<file path="src/rtl/lmsm_pkg.sv">
// Shared constants and types for the load-multiple / store-multiple sequencer.
package lmsm_pkg;

   localparam int unsigned NREGS = 8;
   localparam int unsigned AW    = 16;
   localparam int unsigned IW    = $clog2(NREGS);

   localparam logic OP_LM = 1'b0;
   localparam logic OP_SM = 1'b1;

   typedef enum logic [1:0] {IDLE, ACCESS, DONE} state_t;

endpackage

</file>
<file path="src/rtl/lsb_prio_enc.sv">
// Combinational lowest-set-bit finder: index of the least significant 1 in vec.
module lsb_prio_enc #(
   parameter int unsigned N = 8,
   parameter int unsigned W = 3
) (
   input  logic [N-1:0] vec,
   output logic [W-1:0] idx,
   output logic         valid
);

   always_comb begin
      idx   = '0;
      valid = 1'b0;
      for (int unsigned i = 0; i < N; i++) begin
         if (vec[i] && !valid) begin
            idx   = W'(i);
            valid = 1'b1;
         end
      end
   end

endmodule

</file>
<file path="src/rtl/lmsm_sequencer.sv">
// LM/SM controller: walks the register mask LSB first, one memory access per
// set bit at consecutive addresses, and drives the active-low write strobes.
module lmsm_sequencer #(
   parameter int unsigned NREGS = lmsm_pkg::NREGS,
   parameter int unsigned AW    = lmsm_pkg::AW,
   parameter int unsigned IW    = lmsm_pkg::IW
) (
   input  logic             clk,
   input  logic             reset,
   input  logic             start,
   input  logic             is_store,
   input  logic [NREGS-1:0] reg_list,
   input  logic [AW-1:0]    base_addr,
   input  logic             mem_ready,
   output logic             busy,
   output logic             done,
   output logic [IW-1:0]    reg_idx,
   output logic [AW-1:0]    mem_addr,
   output logic             mem_rd,
   output logic             mem_wr_n,
   output logic             rf_wr_n,
   output logic [3:0]       xfer_count
);
   import lmsm_pkg::*;

   state_t           state;
   logic [NREGS-1:0] mask;
   logic [NREGS-1:0] mask_rest;
   logic             op;
   logic [IW-1:0]    enc_idx;
   logic             enc_valid;
   logic             in_access;

   lsb_prio_enc #(.N(NREGS), .W(IW)) u_enc (
      .vec   (mask),
      .idx   (enc_idx),
      .valid (enc_valid)
   );

   // Write strobes are combinational so they fall only in the completing cycle
   // and rise the instant reset is asserted.
   always_comb begin
      in_access = (state == ACCESS) && enc_valid;
      mask_rest = mask & (mask - NREGS'(1));
      reg_idx   = enc_idx;
      mem_wr_n  = !(in_access && (op == OP_SM) && mem_ready);
      rf_wr_n   = !(in_access && (op == OP_LM) && mem_ready);
   end

   always_ff @(posedge clk or negedge reset) begin
      if (!reset) begin
         state      <= IDLE;
         mask       <= '0;
         op         <= OP_LM;
         mem_addr   <= '0;
         xfer_count <= '0;
         busy       <= 1'b0;
         done       <= 1'b0;
         mem_rd     <= 1'b0;
      end else begin
         done <= 1'b0;
         case (state)
            IDLE: begin
               if (start) begin
                  xfer_count <= '0;
                  if (reg_list != '0) begin
                     mask     <= reg_list;
                     op       <= is_store;
                     mem_addr <= base_addr;
                     busy     <= 1'b1;
                     mem_rd   <= (is_store == OP_LM);
                     state    <= ACCESS;
                  end else begin
                     done  <= 1'b1;
                     state <= DONE;
                  end
               end
            end
            ACCESS: begin
               if (mem_ready) begin
                  mask       <= mask_rest;
                  mem_addr   <= mem_addr + AW'(1);
                  xfer_count <= xfer_count + 4'd1;
                  if (mask_rest == '0) begin
                     busy   <= 1'b0;
                     mem_rd <= 1'b0;
                     done   <= 1'b1;
                     state  <= DONE;
                  end
               end
            end
            DONE: begin
               state <= IDLE;
            end
            default: begin
               state <= IDLE;
            end
         endcase
      end
   end

endmodule

</file>
<file path="config.mk">
export PLATFORM = sky130hd
export DESIGN_NAME = lmsm_sequencer
export DESIGN_NICKNAME = d
export VERILOG_FILES = /design/src/rtl/lmsm_pkg.sv /design/src/rtl/lsb_prio_enc.sv /design/src/rtl/lmsm_sequencer.sv
export SDC_FILE = /design/constraint.sdc
export NUM_CORES = 1
export LEC_CHECK = 0
export CAP_MARGIN = 20
export CORE_ASPECT_RATIO = 1.25
export CORE_UTILIZATION = 40
export DETAILED_ROUTE_END_ITERATION = 7
export GPL_TIMING_DRIVEN = 0
export PLACE_DENSITY = 0.69
export SYNTH_ARGS = -nofsm -noshare
export SYNTH_HDL_FRONTEND = slang
export SYNTH_SLANG_ARGS = --single-unit
</file>
<file path="constraint.sdc">
create_clock -name clk -period 3 [get_ports clk]
set_input_delay 0.3 -clock clk [delete_from_list [all_inputs] [get_ports clk]]
set_output_delay 0.3 -clock clk [all_outputs]
set_load 0.02 [all_outputs]
</file>
* Word-level counts from Yosys, hierarchy flattened *
Cells that the tools add are included.
W data, S select, Z words.

storage, ports and cells
  register bits = 34
  bits in latches = 0
  RAM bits = 0
  ROM bits = 0
  input bits = 29
  word-level logic and storage cells = 93
  memories kept = 0

cells by class
  add/sub/neg operators = 3
  multipliers = 0
  divide/modulo/power cells = 0
  $lt $le $gt $ge = 0
  equality and inequality tests = 5
  shift-type cells = 0
  muxes and demuxes = 44
  bitwise logic cells = 3
  reduce and logical (&&, ||, !) cells = 30

operators with widths
  kind                     number
  $mux W16                 3
  $pmux W16 S2             1
  $mux W8                  3
  $mux W1                  19
  $add A16 B1 Y16 const B  1
  $pmux W8 S2              1
  $logic_and A1 B1 Y1      12
  $mux W2                  6
  $mux W3                  4
  $logic_not A1 Y1         9
  $reduce_and A3 Y1        3
  $and A8 B8 Y8            1
  $logic_not A8 Y1         1
  $mux W4                  2
  $pmux W4 S2              1
  $reduce_bool A8 Y1       1
  $sub A8 B1 Y8 const B    1
  $ne A2 B2 Y1 const B     3
  $pmux W1 S2              3
  $reduce_and A5 Y1        1
  $add A4 B1 Y4 const B    1
  $pmux W2 S2              1
  $reduce_and A4 Y1        1
  $eq A2 B1 Y1 const B     1
  4 further kinds          5

* Longest topological paths before layout *
Gate-level depths: netlist (run 1).

  depth after elaboration = 26
  depth in mapped cells = 8
  depth with buffers taken out = 6

* Cells and area by module *
From an unflattened synthesis (run 1), not the netlist that was laid out.

second synthesis, totals
  cell total of the unflattened synthesis = 214
  area, all modules = 1919.3 µm²

by module, submodules not included
  module          times used  cells an instance  area an instance (µm²)  sequential area each (µm²)
  lmsm_sequencer  1           200                1836.8                  850.8
  lsb_prio_enc    1           14                 82.6                    0.0

* Worst setup path after synthesis (run 1) *
No wires, ideal clock.

  path type = register to output
  start point = register state[0]
  end point = output port rf_wr_n
  arrival time = 1.372 ns
  data required time = 2.700 ns
  slack = 1.328 ns
  cell stages (with the launch flop) = 7
  path through = dfrtp_1 -> buf_6 -> nand2b_1 -> a21o_1 -> a21o_1 -> nor3_1 -> nand2b_1

between the ends
  cells in the longest elaborated chain, start to end = 5

RTL lines
  what                              line                  source
  from (decl)                       lmsm_sequencer.sv:26  state_t state;
  from (signal assigned)            lmsm_sequencer.sv:52  state <= IDLE;
  from (signal assigned)            lmsm_sequencer.sv:72  state <= ACCESS;
  from (signal assigned)            lmsm_sequencer.sv:75  state <= DONE;
  $eq A2 B1 Y1                      lmsm_sequencer.sv:43  in_access = (state == ACCESS) && enc_valid;
  $logic_and A1 B1 Y1               lmsm_sequencer.sv:43
  $logic_and A1 B1 Y1 (2 in a row)  lmsm_sequencer.sv:47  rf_wr_n = !(in_access && (op == OP_LM) && mem_ready);
  $logic_not A1 Y1                  lmsm_sequencer.sv:47
  to (decl)                         lmsm_sequencer.sv:21  output logic rf_wr_n,

No other way between the ends.

==> results of run 1 <==
[sequential cells by signal, summed over array words and instances, names as in the netlist]
name / cells
busy: 1
done: 1
mask: 8
mem_addr: 16
mem_rd: 1
op: 1
state: 2
xfer_count: 4
[power by group]
| part | internal, mW | total [mW] | switching, mW | leakage [nW] |
|---|---|---|---|---|
| clock network | 0.177 | 0.341 | 0.164 | 0.0431 |
| logic | 0.853 | 1.95 | 1.10 | 0.657 |
| registers | 0.673 | 0.945 | 0.272 | 0.411 |
[layer usage]
| metal | global-route usage | up-vias | share of wire |
|---|---|---|---|
| met5 | 0 | - | 0 |
| met4 | 0.0891 | 0 | 0.010 |
| met3 | 0.0506 | 9 | 0.082 |
| met2 | 0.389 | 92 | 0.49 |
| met1 | 0.280 | 941 | 0.42 |
| li1 | - | 968 | - |
[critical path, stage by stage]
cell and delay [ps]:
clkdlybuf4s50_1 440, nor4_1 500, nand2_1 130, and3_1 210, nor3_1 240, nand2_1 80, clkdlybuf4s50_1 530
[cell families after synthesis]
group / Yosys count / share of synthesized area
AO/OA/AOI/OAI: 85 / 0.276
adder cells (fa/ha/maj): 3 / 0.0182
buffers and inverters: 19 / 0.0484
flip-flops: 34 / 0.427
multiplexers: 3 / 0.0157
AND/OR/NAND/NOR: 86 / 0.214
[worst max path at each step]
stage                                    start        to  slack, ps  cells after the start
after global routing               reg_list[0]  mem_wr_n         80                      7
after floorplan           state[0]$_DFFE_PN0P_   rf_wr_n       1330                      6
after detailed placement           reg_list[0]   rf_wr_n        230                      7
after global placement             reg_list[0]   rf_wr_n        230                      7
after CTS                          reg_list[0]   rf_wr_n        220                      7
final                              reg_list[0]  mem_wr_n        250                      7
[cell usage after synthesis, types with 2 or more instances]
library cell,number
inv_1,6
buf_4,2
a32oi_1,2
a21oi_2,3
nor3_1,7
nor2_1,19
o2bb2ai_1,2
buf_6,2
a22oi_1,2
nand2_1,28
a22o_1,8
mux2i_1,2
nand4_1,4
and3_1,4
dfrtp_1,34
clkbuf_1,7
o21ai_0,20
buf_2,2
nand3_1,10
a2bb2oi_1,5
ha_1,2
nand2b_1,5
nor4_1,2
nand3_2,2
a31oi_1,4
o22ai_1,6
a21o_1,3
o21ai_1,2
a21oi_1,21
[final cells by class]
cell class              instances  area, sq um
clock buffers                   6         82.6
plain buffers                  13         73.8
multi-input cells             177         1040
inverters                       6         22.5
well taps                      60         75.1
fillers                       469         2070
repair buffers                 55          546
flip-flops and latches         34          851
[through the flow]
step	power, mW	utilization	area, sq um	std cells
after floorplan	2.15	-	1990	230
final	3.24	0.565	2690	351
after CTS	3.24	0.565	2690	351
after global routing	3.50	0.565	2690	351
after detailed placement	2.89	0.548	2610	345
after global placement	2.85	0.549	2620	345
[layout by cell type, fill, tap and decap left out, types with 3 or more instances in the layout]
cell             Yosys  routed
nor2_1              19      19
a21oi_1             21      21
a31oi_1              4       4
o22ai_1              6       6
nand4_1              4       4
inv_1                6       6
clkbuf_8             0       6
a22o_1               8       8
nand3_1             10      10
buf_2                2       3
a2bb2oi_1            5       5
a21oi_2              3       3
nand2_1             28      28
and3_1               4       4
clkbuf_1             7       7
o21ai_0             20      20
a21o_1               3       3
nor3_1               7       7
dfrtp_1             34      34
clkdlybuf4s50_1      0      54
nand2b_1             5       5
==> summary.txt, run 1 <==
MaxCap Viol Count: 0
Hold-fix buffers, CTS: 0
clk_lat worst skew: 280 ps
cts repair resizes: 0
EDFF count, synth: 0
Tcrit/Tclk final: 0.916
GRT Residual Overflow: 0
vias in the first global route: 1,946
share of cells above drive strength 1: 0.0859
post-layout min period: 2750 ps
Post-DP HPWL: 3.86 mm
# rows: 28
largest net degree at the start of global routing: 35
RSZ-0062 raised after global routing: false
Async SR Flop Fraction: 1.00
Die Span Y: 80.9 um
dpl ws: 226 ps
H-tree levels: 2
final hold violations: 0
Root Buffer: clkbuf_8
PD cells: 1200 mW/mm^2
Top FF cell, synth: dfrtp_1
crit path kind: in -> out
buffers added on ports: 55
CP startpoint kind: input pin
Worst-path clk slew: 70 ps
Worst EP required: 2700 ps
total setup buffers inserted after CTS: 0
CTS sink count: 34
endpoints failing setup: 0
Syn Area/Cell: 8.66 sq um
Worst Hold Class: in -> async
wire length of the first global-routing pass: 9.20 mm
sequential cell area fraction in the yosys report: 0.427
Antenna diodes: 0
vias post-DR: 2,010
gate count of the mapped netlist: 230
drt wl/cell: 15.7 um
residual DRC count: 0
Setup Skew: 6.93 ps
CP Max Fanout: 3
Yosys top cell area share: 0.427
reg2reg end: mem_addr[4]$_DFFE_PN0P_
Max Slew Vio Count: 0
synth unique cells: 43
Max VDD drop: 0.000516 V
hold_ws: 91.8 ps
synth warn: 0
Core Area: 0.00476 sq mm
all-layer global routing usage: 0.228
total wire length: 5.50 mm
drt first pass iters: 4
Slew @ Worst Pin: 775 ps
reg2reg setup slack: 940 ps
CP endpoint kind: output pin
leakage dissipation: 1.11 nW
Mapped Area: 0.00199 sq mm
CTS tree: built
Initial Utilization: 0.418
final worst slack: 253 ps
Final #Nets: 323
post-synthesis register bit count: 34
top cells by area, synth: dfrtp_1 43%, a21oi_1 5.3%, nand2_1 5.3%
cells on worst reg2reg path: 6
Inserted Clock Buffers: 5
die area: 0.00526 sq mm
Ports: 57
relative slew slack: 0.483
Die W: 65.1 um
setup total negative slack: 0 ps
Routed Antenna Nets: 0
FF-to-FF Start: state[1]$_DFFE_PN0P_
Post-Syn Nets: 261
Max clock buf depth: 2
area leader, netlist: dfrtp_1
status: finished, final reports clean
Max Freq: 364 MHz
Iter 0 DRT Violations: 166
initial antenna violation count: 0
vias per cell: 5.73
area added between synthesis and finish: 35.3%
routability cong.: 0.819
crit path DAT: 2450 ps
(Power assumes the default switching activity.)
==> inputs of run 2 (changes only) <==
--- a/config.mk
+++ b/config.mk
@@ -8,6 +8,7 @@
 export CAP_MARGIN = 20
 export CORE_ASPECT_RATIO = 1.25
 export CORE_UTILIZATION = 40
+export CTS_CLUSTER_SIZE = 28
 export DETAILED_ROUTE_END_ITERATION = 7
 export GPL_TIMING_DRIVEN = 0
 export PLACE_DENSITY = 0.69
==> results of run 2 <==
Final layout, timing and power as in run 1 (identical DEF).
